**src/rtl/dmem_access_ctrl.sv**
```systemverilog
// Sequencer/arbiter in front of a word-only data memory: sub-word loads, RMW sub-word stores.
// Optional macro DMEM_ARB_ROUND_ROBIN_EN selects round-robin arbitration instead of fixed CPU priority.
module dmem_access_ctrl #(
  parameter int ADDR_W = 32,
  parameter int DATA_W = 32
) (
  input  logic              clock,
  input  logic              reset,
  input  logic [3:0]        cpu_read,
  input  logic [2:0]        cpu_write,
  input  logic [ADDR_W-1:0] cpu_address,
  input  logic [DATA_W-1:0] cpu_writedata,
  output logic [DATA_W-1:0] cpu_readdata,
  output logic              cpu_busywait,
  input  logic [3:0]        acc_read,
  input  logic [2:0]        acc_write,
  input  logic [ADDR_W-1:0] acc_address,
  input  logic [DATA_W-1:0] acc_writedata,
  output logic [DATA_W-1:0] acc_readdata,
  output logic              acc_busywait,
  output logic [3:0]        mem_read,
  output logic [2:0]        mem_write,
  output logic [ADDR_W-1:0] mem_address,
  output logic [DATA_W-1:0] mem_writedata,
  input  logic [DATA_W-1:0] mem_readdata,
  input  logic              mem_busywait,
  output logic              misalign_err
);

  localparam logic [2:0] S_IDLE = 3'd0;
  localparam logic [2:0] S_RD   = 3'd1;
  localparam logic [2:0] S_CAP  = 3'd2;
  localparam logic [2:0] S_WR   = 3'd3;
  localparam logic [2:0] S_DONE = 3'd4;

  logic [2:0]        state_q, state_d;
  logic              grant_q, grant_d;   // 1 = acc owns the transaction
  logic [ADDR_W-1:0] addr_q, addr_d;
  logic [DATA_W-1:0] wdata_q, wdata_d;
  logic [2:0]        f3_q, f3_d;
  logic [1:0]        size_q, size_d;
  logic              store_q, store_d;
  logic              err_q, err_d;
  logic [DATA_W-1:0] cpu_rdata_q, cpu_rdata_d;
  logic [DATA_W-1:0] acc_rdata_q, acc_rdata_d;

  logic cpu_req, acc_req, any_req, pick_acc, sel_reject;
  logic [3:0]        sel_read;
  logic [2:0]        sel_write;
  logic [ADDR_W-1:0] sel_addr;
  logic [DATA_W-1:0] sel_wdata;

  function automatic logic [31:0] load_extract(input logic [2:0] f3, input logic [1:0] lane,
                                               input logic [31:0] w);
    logic [7:0]  b;
    logic [15:0] h;
    b = w[{lane, 3'b000} +: 8];
    h = lane[1] ? w[31:16] : w[15:0];
    case (f3)
      3'b000:  return {{24{b[7]}}, b};
      3'b001:  return {{16{h[15]}}, h};
      3'b100:  return {24'b0, b};
      3'b101:  return {16'b0, h};
      default: return w;
    endcase
  endfunction

  function automatic logic [31:0] store_merge(input logic [1:0] size, input logic [1:0] lane,
                                              input logic [31:0] w, input logic [31:0] d);
    logic [31:0] r;
    r = w;
    if (size == 2'b00) r[{lane, 3'b000} +: 8] = d[7:0];
    else if (lane[1])  r[31:16] = d[15:0];
    else               r[15:0]  = d[15:0];
    return r;
  endfunction

  function automatic logic reject(input logic [3:0] rd, input logic [2:0] wr, input logic [1:0] a);
    logic r;
    r = 1'b0;
    if (rd[3] && wr[2]) r = 1'b1;
    else if (rd[3]) begin
      case (rd[2:0])
        3'b000, 3'b100: r = 1'b0;
        3'b001, 3'b101: r = a[0];
        3'b010:         r = (a != 2'b00);
        default:        r = 1'b1;
      endcase
    end else if (wr[2]) begin
      case (wr[1:0])
        2'b00:   r = 1'b0;
        2'b01:   r = a[0];
        2'b10:   r = (a != 2'b00);
        default: r = 1'b1;
      endcase
    end
    return r;
  endfunction

  assign cpu_req = cpu_read[3] | cpu_write[2];
  assign acc_req = acc_read[3] | acc_write[2];
  assign any_req = cpu_req | acc_req;

`ifdef DMEM_ARB_ROUND_ROBIN_EN
  logic last_q, last_d;  // 1 = acc was granted last
  assign pick_acc = acc_req & (~cpu_req | ~last_q);
  assign last_d   = (state_q == S_IDLE && any_req) ? pick_acc : last_q;
  always_ff @(posedge clock or negedge reset) begin
    if (!reset) last_q <= 1'b1;
    else        last_q <= last_d;
  end
`else
  assign pick_acc = acc_req & ~cpu_req;
`endif

  assign sel_read   = pick_acc ? acc_read      : cpu_read;
  assign sel_write  = pick_acc ? acc_write     : cpu_write;
  assign sel_addr   = pick_acc ? acc_address   : cpu_address;
  assign sel_wdata  = pick_acc ? acc_writedata : cpu_writedata;
  assign sel_reject = reject(sel_read, sel_write, sel_addr[1:0]);

  always_comb begin
    state_d     = state_q;
    grant_d     = grant_q;
    addr_d      = addr_q;
    wdata_d     = wdata_q;
    f3_d        = f3_q;
    size_d      = size_q;
    store_d     = store_q;
    err_d       = 1'b0;
    cpu_rdata_d = cpu_rdata_q;
    acc_rdata_d = acc_rdata_q;
    case (state_q)
      S_IDLE: if (any_req) begin
        grant_d = pick_acc;
        addr_d  = sel_addr;
        wdata_d = sel_wdata;
        f3_d    = sel_read[2:0];
        size_d  = sel_write[1:0];
        store_d = sel_write[2];
        if (sel_reject) begin
          state_d = S_DONE;
          err_d   = 1'b1;
          if (pick_acc) acc_rdata_d = '0;
          else          cpu_rdata_d = '0;
        end else if (sel_write[2] && sel_write[1:0] == 2'b10) begin
          state_d = S_WR;
        end else begin
          state_d = S_RD;
        end
      end
      S_RD: if (!mem_busywait) state_d = S_CAP;
      S_CAP: begin
        if (store_q) begin
          wdata_d = store_merge(size_q, addr_q[1:0], mem_readdata, wdata_q);
          state_d = S_WR;
        end else begin
          if (grant_q) acc_rdata_d = load_extract(f3_q, addr_q[1:0], mem_readdata);
          else         cpu_rdata_d = load_extract(f3_q, addr_q[1:0], mem_readdata);
          state_d = S_DONE;
        end
      end
      S_WR:    if (!mem_busywait) state_d = S_DONE;
      S_DONE:  state_d = S_IDLE;
      default: state_d = S_IDLE;
    endcase
  end

  always_ff @(posedge clock or negedge reset) begin
    if (!reset) begin
      state_q     <= S_IDLE;
      grant_q     <= 1'b0;
      addr_q      <= '0;
      wdata_q     <= '0;
      f3_q        <= '0;
      size_q      <= '0;
      store_q     <= 1'b0;
      err_q       <= 1'b0;
      cpu_rdata_q <= '0;
      acc_rdata_q <= '0;
    end else begin
      state_q     <= state_d;
      grant_q     <= grant_d;
      addr_q      <= addr_d;
      wdata_q     <= wdata_d;
      f3_q        <= f3_d;
      size_q      <= size_d;
      store_q     <= store_d;
      err_q       <= err_d;
      cpu_rdata_q <= cpu_rdata_d;
      acc_rdata_q <= acc_rdata_d;
    end
  end

  assign mem_read      = (state_q == S_RD) ? 4'b1010 : 4'b0000;
  assign mem_write     = (state_q == S_WR) ? 3'b110  : 3'b000;
  assign mem_address   = (state_q == S_RD || state_q == S_WR) ? {addr_q[ADDR_W-1:2], 2'b00} : '0;
  assign mem_writedata = (state_q == S_WR) ? wdata_q : '0;
  assign misalign_err  = err_q;
  assign cpu_readdata  = cpu_rdata_q;
  assign acc_readdata  = acc_rdata_q;
  assign cpu_busywait  = cpu_req & ~(state_q == S_DONE && !grant_q);
  assign acc_busywait  = acc_req & ~(state_q == S_DONE && grant_q);

endmodule

```
**config.mk**
```make
export PLATFORM = sky130hd
export DESIGN_NAME = dmem_access_ctrl
export DESIGN_NICKNAME = d
export VERILOG_FILES = /design/src/rtl/dmem_access_ctrl.sv
export SDC_FILE = /design/constraint.sdc
export NUM_CORES = 1
export LEC_CHECK = 0
export ABC_AREA = 0
export CAP_MARGIN = 0
export CELL_PAD_IN_SITES_DETAIL_PLACEMENT = 1
export CELL_PAD_IN_SITES_GLOBAL_PLACEMENT = 1
export CORE_ASPECT_RATIO = 0.7
export CORE_MARGIN = 8
export CORE_UTILIZATION = 33
export DETAILED_ROUTE_END_ITERATION = 6
export MAX_ROUTING_LAYER = met4
export PLACE_DENSITY_LB_ADDON = 0.1
export SYNTH_ARGS = -nofsm -noshare
export SYNTH_HDL_FRONTEND = slang
export SYNTH_SLANG_ARGS = --single-unit
```
**constraint.sdc**
```tcl
create_clock -name clock -period 2.7 [get_ports clock]
set_clock_uncertainty 0.2 [all_clocks]
set_input_delay 0.54 -clock clock [delete_from_list [all_inputs] [get_ports clock]]
set_output_delay 0.54 -clock clock [all_outputs]
set_load 0.005 [all_outputs]
```
; ---- Yosys cells after proc, flatten, opt, wreduce, memory -nomap -nowiden
; Index checks and enable logic that the tools add are counted.
[classes]
addsub = 1
eq_ne = 24
shift = 3
n_mux = 44
n_bitwise = 9
n_reduce_logical = 21
[ops]
columns = cell, count
row1 = $mux W32, 17
row2 = $pmux W32 S2, 3
row3 = $pmux W32 S4, 1
row4 = $mux W16, 3
row5 = $bwmux W32, 1
row6 = $shift A8 B7 Y32 const A, 1
row7 = $shiftx A32 B6 Y8, 1
row8 = $shiftx A8 B7 Y32, 1
row9 = $mux W3, 7
row10 = $ne A2 B2 Y1 const B, 10
row11 = $eq A3 B3 Y1 const B, 5
row12 = $pmux W3 S4, 1
row13 = $reduce_and A6 Y1, 2
row14 = $eq A3 B1 Y1 const B, 3
row15 = $eq A3 B2 Y1 const B, 3
row16 = $logic_not A3 Y1, 3
row17 = $mux W4, 2
row18 = $neg A5 Y7, 1
row19 = $mux W1, 6
row20 = $pmux W1 S3, 2
row21 = $reduce_and A3 Y1, 2
row22 = $logic_and A1 B1 Y1, 4
row23 = $logic_not A2 Y1, 2
row24 = $reduce_and A4 Y1, 1
row25 = other kinds (12), 20
[totals]
ff_bits = 139
input_bits = 177
word_cells = 113

; ---- Depth between registers and ports, before layout
; Gate-level depths: netlist (run 1).
[logic_depth]
word_depth = 12
mapped_depth = 11
depth_no_buf = 8

; ---- Worst setup path before layout (run 1)
; OpenSTA, ideal clock, no wires.
[synth_path]
path_type = input port to flip-flop
startpoint = input port cpu_write[2]
endpoint = register acc_rdata_q[10], in the netlist acc_readdata[10]
setup_ns = 0.125
arrival_time_ns = 2.199
setup_slack_ns = 0.176
cell_stages = 7
path_buffers = 1
cell_sequence = or2_4 > or4_4 > a21oi_2 > o311ai_4 > nand3_4 > buf_12 > mux2_4
[synth_via]
elab_chain_len = 11
elab_cells_between_ends = 28
classes_between = 9 x eq/ne / 8 x mux / 4 x bitwise / 7 x reduce/logical
[synth_rtl]
columns = element, line_no
row1 = start: declaration, 10  ; input logic [2:0] cpu_write,
row2 = $or A1 B1 Y1, 100  ; assign cpu_req = cpu_read[3] | cpu_write[2];
row3 = $not A1 Y1, 113  ; assign pick_acc = acc_req & ~cpu_req;
row4 = $and A1 B1 Y1, 113
row5 = "$mux W4, or another cell as far along", 116  ; assign sel_read = pick_acc ? acc_read : cpu_read;
row6 = "$eq A3 B1 Y1, or another cell as far along", 83  ; case (rd[2:0])
row7 = $reduce_or A2 Y1 or $pmux W1 S3 (tied branches), "83, 90"
row8 = $pmux W1 S3 or $mux W1 (tied branches), "83, 89"
row9 = $mux W1, 82  ; else if (rd[3]) begin
row10 = $mux W1, 81  ; if (rd[3] && wr[2]) r = 1'b1;
row11 = $ne A2 B2 Y1 (no line), -
row12 = $reduce_and A6 Y1 (no line) *, -
row13 = end signal: assignment, 191  ; acc_rdata_q <= acc_rdata_d;
row14 = end: declaration, 45  ; logic [DATA_W-1:0] acc_rdata_q, acc_rdata_d;
; Mark *: on every way between the ends. The rest lies on a longest branch, timed or not.
; A chain may end at the register's enable or synchronous reset.

; ---- Worst setup path after layout (run 1)
[layout_path]
startpoint = register state_q[0]
endpoint = output port mem_write[1]
[layout_via]
elab_chain_len = 2
[layout_rtl]
columns = element, line_no
row1 = start: declaration, 36  ; logic [2:0] state_q, state_d;
row2 = start signal: assignment, 182  ; state_q <= state_d;
row3 = $eq A3 B2 Y1, 196  ; assign mem_write = (state_q == S_WR) ? 3'b110 : 3'b000;
row4 = $mux W3, 196
row5 = end: declaration, 22  ; output logic [2:0] mem_write,
; No other way between the ends.

==> reports/metrics.yaml, run 1 <==
grt_pass1_vias: 8354
ys_seq_elements: 139
routed_wl_um: 35500
root_buffer: "clkbuf_16"
fill_cells: 2663
cpPeakStageDelay_ps: 410
seq_area_frac_synth_pct: 42.7
critPathArrivalTime_ps: 1960
initial_core_util_pct: 33.3
worst_pin_slew_ps: 777
antenna_found_initial: 0
pwr-share-seq_pct: 28.3
min_path_cells: 2
register_area_um2: 3480
fp.dieArea_um2: 30100
power_frac_comb_pct: 51.4
avgSynthCellArea_um2: 9.85
pwr_density_cell_nw_per_um2: 996
irDropWorstVdd_mv: 0.551
status: "complete, no violations"
required_ps: 1960
clk_path_buf_depth: 2
cts_tree: "done"
critPathSlowestCell: "dfrtp_2"
worstHoldStart: "addr_q[2]$_DFFE_PN0P_"
path_buf_inv: 5
hold_viol: 0
syn_area_um2: 8150
insertion_delay_ps: 430
clock_sinks: 139
area_delta_synth_final_pct: 59.3
max-cap-violations: 0
ys_types: 49
synthFlopType: "dfrtp_1"
clk_pin_slew_ps: 60
worst-r2r-setup-slack_ps: 140
p_sw_share_pct: 38.3
drt-vias-per-instance: 5.12
h-tree-depth: 4
critPathTopFamily: "buffers and inverters"
die_w_um: 204
r2r_start: "addr_q[1]$_DFFE_PN0P_"
worstSetupPathType: "flip-flop to output port"
grt_pass1_wl_um: 53000
yosys.area.top_type: "dfrtp_1"
synth_area_leaders: "dfrtp_1 (43%), mux2_4 (11%), nand2_1 (6.4%)"
hold_end: "addr_q[2]$_DFFE_PN0P_"
rsz0062_at_grt: "true"
die_h_um: 147
power_leakage_uw: 0.00634
wl_per_cell_um: 23.3
grt_usage_pct: 23.6
startpoint_type: "flip-flop"
critical_path_peak_fanout: 16
coreArea_um2: 24400
drive_gt1_share_pct: 19.9
crit_top_cell: "buf_12"
synth_edf_count: 0
max_freq_mhz: 371
drc: 0
ff2ff_path_depth: 8
p_switching_uw: 4950
hp-class: "flip-flop to flip-flop"
rows: 48
vias: 7805
internal-power_uw: 7980
slew_headroom_pct: 48.1
fin_crit_ps: 2700
final_util_pct: 53.1
synth_top_area_share_pct: 42.7
whs_ps: 269
port_buffers: 309
p_clk_share_pct: 20.2
initialDrtViolationCount: 538
slew_violations: 0
grt-ovfl-total: 0
finalPower_uw: 12900
cts_buffers: 17
fin_nets: 1369
syn_inst: 827
yosys_warnings: 0
ios: 315
gp_congestion: 0.928
worst_r2r_endpoint: "wdata_q[24]$_DFFE_PN0P_"
multi_input_area_um2: 4350
async_flop_share_pct: 100
finalCritPeriodShare_pct: 99.9
finalSetupViolCount: 0
endpoint_kind: "output port"
drt_pass1_iterations: 6
grt_max_degree: 52
fin_tns_setup_ps: 0
worstPathCellList: "nor2b_4 -> buf_12 -> buf_12 -> buf_4 -> buf_16 -> and2_1 -> dlygate4sd2_1"
hpwlAfterDp_um: 26800
antenna_left: 0
## worst max-delay path by stage
stage | startpoint | end | slack [ps] | depth (start not counted)
2_1_floorplan | cpu_write[2] | acc_readdata[10]$_DFFE_PN0P_ | 180 | 7
3_3_place_gp | cpu_write[2] | acc_readdata[30]$_DFFE_PN0P_ | -470 | 9
3_5_place_dp | cpu_write[2] | acc_readdata[22]$_DFFE_PN0P_ | -530 | 9
4_1_cts | state_q[2]$_DFFE_PN0P_ | mem_writedata[15] | 1 | 4
5_1_grt | acc_address[0] | acc_readdata[22]$_DFFE_PN0P_ | -60 | 10
6_report | state_q[0]$_DFFE_PN0P_ | mem_write[1] | 4 | 7
## flip-flops by register name, indices dropped and copies added, names as in the netlist
register,count
acc_readdata,32
addr_q,32
cpu_readdata,32
wdata_q,32
f3_q,3
state_q,3
size_q,2
grant_q,1
misalign_err,1
store_q,1
## power by group through the flow
| stage | clock network [uW] | logic [uW] | registers [uW] |
|---|---|---|---|
| floorplan | 0 | 3590 | 3420 |
| global placement | 0 | 6220 | 3670 |
| detailed placement | 0 | 6330 | 3670 |
| CTS | 2650 | 6470 | 3650 |
| global route | 2740 | 7170 | 3770 |
| finish | 2620 | 6650 | 3660 |
## tightest hold or removal path: stages, from the launching register on
cell	delay [ps]
dfrtp_1	340
nand2_1	40
o21ai_0	50
## Yosys cell counts (all sizes together) (8+ instances only)
| library cell | n |
|---|---|
| a21oi | 66 |
| a221oi | 18 |
| a222oi | 8 |
| and2 | 32 |
| and3 | 40 |
| buf | 26 |
| clkbuf | 41 |
| dfrtp | 139 |
| inv | 8 |
| mux2 | 79 |
| mux2i | 47 |
| nand2 | 138 |
| nor2 | 47 |
| nor3 | 13 |
| o21ai | 63 |
| o22ai | 11 |
| o31ai | 8 |
## per-stage QoR
stage,instances,setup WS [ps],area [um^2]
2_1_floorplan,831,176,8160
5_1_grt,1523,-59.7,13000
6_report,1524,4.04,13000
3_3_place_gp,1478,-473,12100
4_1_cts,1514,1.03,12800
3_5_place_dp,1478,-532,12100
## repair_timing
action                                  in CTS  in global routing
setup buffers                                3                  7
hold buffers                                 1                  0
resized for setup                           49                 58
endpoints found under the setup margin     119                 76
pin swaps                                    1                  6
cloned                                       2                  2
endpoints found under the hold margin       48                  0
## routing by layer
metal  global-route usage, %  up-vias  share of wire [%]
li1                        -     3638                  -
met3                    5.53       24                6.2
met4                    3.98        0               0.64
met5                       -        -                  0
met2                    36.1      295                 46
met1                    32.0     3848                 47
## area by class of cell
type | instances | area share, %
multi-input cells | 618 | 33.5
repair buffers | 403 | 31.3
flip-flops and latches | 139 | 26.8
clock buffers | 19 | 3.41
well taps | 325 | 3.13
clock inverters | 11 | 1.49
inverters | 8 | 0.231
diodes | 1 | 0.0193
## placed cells by master, fill, tap and decap left out, drive strengths merged, types with 3 or more instances in the layout
cell type,count
clkdlybuf4s50,251
dfrtp,139
nand2,138
buf,93
mux2,79
a21oi,66
o21ai,63
mux2i,47
nor2,47
and3,40
and2,32
clkbuf,25
clkdlybuf4s15,23
a221oi,18
dlymetal6s2s,16
dlygate4sd2,13
nor3,13
o22ai,11
inv,9
a222oi,8
o31ai,8
ha,5
conb,5
bufinv,5
nor2b,5
clkinvlp,4
nor3b,4
a31oi,3
nand3,3
## kinds of logic (layout without fill, tap and decap cells)
kind of cell	Yosys count	in the layout	share of synthesized area [%]
buffers and inverters	75	441	5.13
and+or+nand+nor	293	294	17.4
muxes	128	128	20.0
adders and majority gates	5	5	0.768
other	1	6	0.0460
AOI/OAI and AO/OA	185	185	13.9
DFF	139	139	42.7
xor gates and xnor gates	1	1	0.108
No activity file was read; power rests on OpenSTA's default activity.
==> inputs of run 2 (changes only) <==
--- a/config.mk
+++ b/config.mk
@@ -18,3 +18,4 @@
 export SYNTH_ARGS = -nofsm -noshare
 export SYNTH_HDL_FRONTEND = slang
 export SYNTH_SLANG_ARGS = --single-unit
+export TNS_END_PERCENT = 5
==> run 2 against run 1 <==
Against the previous run: sequential power hardly changed; register-to-register slack better by 20 ps; die area stayed put; utilization is 0.48 points lower; via count is 0.12% lower; combinational power is 2% lower; sequential share of layout area is 0.25 points higher; fmax is 2.8% higher; total power is 1.2% lower; hold slack hardly changed; largest power group unchanged.
==> reports/metrics.yaml, run 2 (synthesis gave the netlist of run 1 again) <==
slew_violations: 0  # unchanged
postLayoutCellArea_um2: 12900  # -0.91%
antenna_found_initial: 0  # unchanged
worst-r2r-setup-slack_ps: 160  # +20 ps
dr.max_layer_used: "met4"
wl_met3_um: 2320  # +4.7%
hold_viol: 0  # unchanged
irDropWorstVdd_mv: 0.552  # +0.22%
critPathArrivalTime_ps: 2730  # +770 ps
wl_per_cell_um: 23.1  # -0.72%
drc: 0  # unchanged
finalPower_uw: 12800  # -1.2%
grt_usage_pct: 23.4  # -0.22 points
h-tree-depth: 4  # unchanged
pwr-share-seq_pct: 28.7  # +0.4 points
hp-class: "flip-flop to flip-flop"
drt-vias-per-instance: 5.12  # about the same
worst_pin_slew_ps: 1230  # +453 ps
startpoint_type: "input port"
multi_input_area_um2: 4340  # -0.40%
antenna_left: 0  # unchanged
met2_length_um: 16300  # -1.0%
vias: 7796  # -0.12%
place_area_um2: 12100  # unchanged
finalSetupViolCount: 0  # unchanged
clock_sinks: 139  # unchanged
slew_headroom_pct: 17.7  # -30 points
initialDrtViolationCount: 612  # +14%
grt_pass1_vias: 8294  # -0.72%
critPathSlowestCell: "clkdlybuf4s50_1"
gp_congestion: 0.928  # unchanged
grt-ovfl-total: 0  # unchanged
final_common_cell: "clkdlybuf4s50_1"
drive_gt1_share_pct: 19.2  # -0.65 points
drt_pass1_iterations: 6  # unchanged
max-cap-violations: 0  # unchanged
required_ps: 2810  # +850 ps
status: "complete, no violations"
pwr_density_cell_nw_per_um2: 993  # -0.25%
ios: 315  # unchanged
fill_cells: 2685  # +0.83%
port_buffers: 309  # unchanged
cts_buffers: 17  # unchanged
grt_pass1_wl_um: 52500  # -0.91%
clk_path_buf_depth: 2  # unchanged
grt_max_degree: 52  # unchanged
min_path_cells: 2  # unchanged
worstPathCellList: "clkdlybuf4s50_1 -> inv_1 -> o21ai_0 -> buf_4 -> a21oi_4 -> o311ai_4 -> nand3_4 -> buf_12 -> clkbuf_16 -> mux2_4"
p_switching_uw: 4890  # -1.1%
clk_pin_slew_ps: 60  # about the same
routedLengthMet1_um: 16300  # -1.6%
coreArea_um2: 24400  # unchanged
endpoint_kind: "flip-flop"
root_buffer: "clkbuf_16"
final_util_pct: 52.6  # -0.48 points
die_w_um: 204  # unchanged
cpPeakStageDelay_ps: 540  # +130 ps
p_clk_share_pct: 20.4  # +0.2 points
fin_crit_ps: 2620  # -74.7 ps
finalCritPeriodShare_pct: 97.1  # -2.8 points
cts_tree: "done"
fin_nets: 1368  # -0.073%
power_frac_comb_pct: 50.9  # -0.5 points
die_h_um: 147  # unchanged
routed_wl_um: 35200  # -0.85%
worstSetupPathType: "input port to flip-flop"
critical_path_peak_fanout: 7  # -9
insertion_delay_ps: 430  # about the same
hpwlAfterDp_um: 26800  # unchanged
initial_core_util_pct: 33.3  # unchanged
register_area_um2: 3480  # unchanged
area_delta_synth_final_pct: 57.8
most-common-layout-cells: "clkdlybuf4s50_1 (240), nand2_1 (137), dfrtp_1 (136), buf_4 (74), dlygate4sd2_1 (66)"
rows: 48  # unchanged
fp.dieArea_um2: 30100  # unchanged
p_sw_share_pct: 38.3  # about the same
diodes: 0  # -1
max_freq_mhz: 381  # +2.8%
power_leakage_uw: 0.00631  # -0.59%
internal-power_uw: 7880  # -1.2%
ff2ff_path_depth: 6  # -2
[run 2: cell types whose count changed in the layout (fill, tap and decap cells not counted), sizes merged, moves of 2 or more]
cell,change
dlygate4sd2,+53
dlymetal6s2s,-14
buf,-2
clkdlybuf4s15,-23
clkdlybuf4s50,-11
clkbuf,-3
[run 2: path summary, 6_finish.rpt]
kind | from | endpoint
min reg2reg | addr_q[2]$_DFFE_PN0P_ | addr_q[2]$_DFFE_PN0P_
min in group asynchronous | reset | addr_q[16]$_DFFE_PN0P_
max | acc_read[3] | acc_readdata[8]$_DFFE_PN0P_
min | addr_q[2]$_DFFE_PN0P_ | addr_q[2]$_DFFE_PN0P_
max reg2reg | addr_q[0]$_DFFE_PN0P_ | wdata_q[13]$_DFFE_PN0P_
max in group asynchronous | reset | acc_readdata[31]$_DFFE_PN0P_
[run 2: through the flow]
stage | hold WS [ps] | cells | setup slack, ps | setup TNS (ps)
after floorplan | 44.4 | 831 | 176 | 0
after global placement | 253 | 1478 | -473 | -29270
after detailed placement | 262 | 1478 | -532 | -33520
after CTS | 275 | 1511 | -102 | -196
after global routing | 283 | 1522 | -24.1 | -182
final | 269 | 1522 | 78.7 | 0
[run 2: area by class of cell]
type | count | share of cell area (%)
timing repair buffer | 403 | 30.9
multi-input combinational | 617 | 33.7
tap | 325 | 3.16
clock inverter | 11 | 1.51
sequential | 139 | 27.1
clock buffer | 19 | 3.44
inverter | 8 | 0.234
[run 2: metal layers]
metal / up-vias / global-route usage (%)
met3: 26 / 5.53
met1: 3849 / 31.7
met5: - / -
met4: 0 / 3.98
met2: 287 / 35.7
li1: 3634 / -
[run 2: timing repair]
item                       CTS  global route
setup endpoints to repair  119            50
resized for setup           75             8
hold endpoints to repair    48             0
setup buffers                1             9
gates cloned                 1             3
hold buffers                 1             0
pin swaps                    1             6
[run 2: power groups by stage]
stage	clock, uW	sequential [uW]	combinational (uW)
floorplan	0	3420	3590
global placement	0	3670	6220
detailed placement	0	3670	6330
CTS	2650	3660	6360
global route	2740	3770	7030
finish	2610	3670	6500
[run 2: worst max-delay path, delay by kind of cell]
kind	cells	cell delay, ps
compound gates	3	640
mux	1	300
buf+inv	5	1120
simple gates	1	130
==> inputs of run 3 (changes only) <==
--- a/config.mk
+++ b/config.mk
@@ -15,6 +15,7 @@
 export DETAILED_ROUTE_END_ITERATION = 6
 export MAX_ROUTING_LAYER = met4
 export PLACE_DENSITY_LB_ADDON = 0.1
+export SLEW_MARGIN = 30
 export SYNTH_ARGS = -nofsm -noshare
 export SYNTH_HDL_FRONTEND = slang
 export SYNTH_SLANG_ARGS = --single-unit
==> run 3 against run 2 <==
Against the previous run: clock power up 6%; final area up 0.55%; first-iteration DRC count down 13%; global-route usage down 0.27 points; die area unchanged; sequential power about the same; setup slack about the same; clock-buffer cell count unchanged; total power up 1.2%; wire length down 1.1%; combinational power about the same; sequential cell count unchanged.
==> reports/metrics.yaml, run 3 (synthesis gave the netlist of run 1 again) <==
cts_buffers: 17  # unchanged
drt_pass1_iterations: 6  # unchanged
fin_nets: 1371  # +0.22%
clk_path_buf_depth: 2  # unchanged
ios: 315  # unchanged
final_common_cell: "clkdlybuf4s50_1"
min_path_cells: 2  # unchanged
coreArea_um2: 24400  # unchanged
final_util_pct: 52.9  # +0.29 points
vias: 7773  # -0.30%
cts_tree: "done"
die_h_um: 147  # unchanged
cpPeakStageDelay_ps: 500  # -40 ps
die_w_um: 204  # unchanged
wl_per_cell_um: 22.8  # -1.3%
status: "complete, no violations"
drive_gt1_share_pct: 19.5  # +0.29 points
routed_wl_um: 34900  # -1.1%
r2r_start: "addr_q[0]$_DFFE_PN0P_"
postLayoutCellArea_um2: 12900  # +0.55%
insertion_delay_ps: 430  # about the same
met2_length_um: 15900  # -2.6%
endpoint_kind: "output port"
grt_usage_pct: 23.1  # -0.27 points
most-common-layout-cells: "clkdlybuf4s50_1 (240), nand2_1 (137), dfrtp_1 (136), buf_4 (78), dlygate4sd2_1 (66)"
irDropWorstVdd_mv: 0.738  # +34%
fill_cells: 2731  # +1.7%
grt_pass1_wl_um: 52100  # -0.89%
critPathArrivalTime_ps: 1880  # -850 ps
routedLengthMet1_um: 16400  # +0.63%
hp-class: "flip-flop to flip-flop"
path_depth: 4  # -6
root_buffer: "clkbuf_16"
place_area_um2: 12100  # about the same
path_buf_inv: 2  # -3
grt_max_degree: 52  # unchanged
power_leakage_uw: 0.00635  # +0.62%
port_buffers: 309  # unchanged
startpoint_type: "flip-flop"
worstSetupPathType: "flip-flop to output port"
slew_headroom_pct: 50.8  # +33 points
register_area_um2: 3480  # unchanged
initial_core_util_pct: 33.3  # unchanged
grt_pass1_vias: 8332  # +0.46%
clk_pin_slew_ps: 60  # about the same
hold_viol: 0  # unchanged
max-cap-violations: 0  # unchanged
pwr_density_cell_nw_per_um2: 1000  # +0.70%
fp.dieArea_um2: 30100  # unchanged
antenna_found_initial: 2  # +2
worst_pin_slew_ps: 738  # -493 ps
slew_violations: 0  # unchanged
critPathTopFamily: "buffers and inverters"
multi_input_area_um2: 4340  # about the same
area_delta_synth_final_pct: 58.7
drc: 0  # unchanged
h-tree-depth: 4  # unchanged
wl_met3_um: 2170  # -6.6%
startpoint: "state_q[2]$_DFFE_PN0P_"
grt-ovfl-total: 0  # unchanged
required_ps: 1960  # -850 ps
initialDrtViolationCount: 535  # -13%
drt-vias-per-instance: 5.09  # -0.56%
rows: 48  # unchanged
antenna_left: 0  # unchanged
hold_end: "wdata_q[16]$_DFFE_PN0P_"
worst-r2r-setup-slack_ps: 140  # -20 ps
critical_path_peak_fanout: 12  # +5
clock_sinks: 139  # unchanged
hpwlAfterDp_um: 26700  # -0.29%
worstHoldStart: "wdata_q[16]$_DFFE_PN0P_"
critPathSlowestCell: "clkdlybuf4s50_1"
fin_crit_ps: 2620  # -0.249 ps
worstPathCellList: "nor2b_4 -> buf_12 -> and2_1 -> clkdlybuf4s50_1"
finalSetupViolCount: 0  # unchanged
ff2ff_path_depth: 6  # unchanged
finalCritPeriodShare_pct: 97.1  # about the same
gp_congestion: 0.928  # unchanged
dr.max_layer_used: "met4"
max_freq_mhz: 382  # about the same
worst_r2r_endpoint: "wdata_q[14]$_DFFE_PN0P_"
[run 3: report_power, final]
group	leakage [uW]	total [uW]	internal, uW	switching, uW
registers	0.00179	3670	2980	691
logic	0.00424	6500	3260	3240
clock network	0.000322	2770	1840	924
[run 3: per-layer routing]
layer	global-route usage, %	vias up
met1	31.7	3859
met3	5.29	21
met5	-	-
met4	4.59	0
met2	34.6	254
li1	-	3639
[run 3: how the worst max path moves through the flow]
stage	to
6_report	mem_write[2]
5_1_grt	acc_readdata[22]$_DFFE_PN0P_
4_1_cts	mem_address[14]
3_5_place_dp	acc_readdata[22]$_DFFE_PN0P_
3_3_place_gp	acc_readdata[30]$_DFFE_PN0P_
2_1_floorplan	acc_readdata[10]$_DFFE_PN0P_
[run 3: final cells by class]
class	count	area share [%]
multi-input cells	617	33.5
repair buffers	406	30.8
flip-flops and latches	139	26.9
clock buffers	19	3.43
well taps	325	3.14
clock inverters	11	1.87
inverters	8	0.232
diodes	1	0.0194
[run 3: metrics by stage]
stage	power [uW]	cells	worst slack (ps)	hold slack (ps)	TNS [ps]
3_5_place_dp	9990	1478	-513	262	-32280
2_1_floorplan	7010	831	176	44.4	0
4_1_cts	12800	1511	-105	274	-206
5_1_grt	13700	1526	-9.55	283	-53.4
3_3_place_gp	9880	1478	-473	253	-29270
6_report	12900	1526	79.0	269	0
[run 3: worst min-delay path, delay by kind of cell, from the launching register on]
family,cells,cell delay (ps)
AND/OR/NAND/NOR,1,50
AO/OA/AOI/OAI,1,50
flip-flops,1,330
[run 3: repair_timing]
action                     4_1_cts  5_1_grt
gates resized for setup         75        7
setup endpoints to repair      116       50
cloned                           1        3
hold endpoints to repair        48        0
hold buffers                     1        0
buffers inserted                 1       12
pin swaps                        2        7
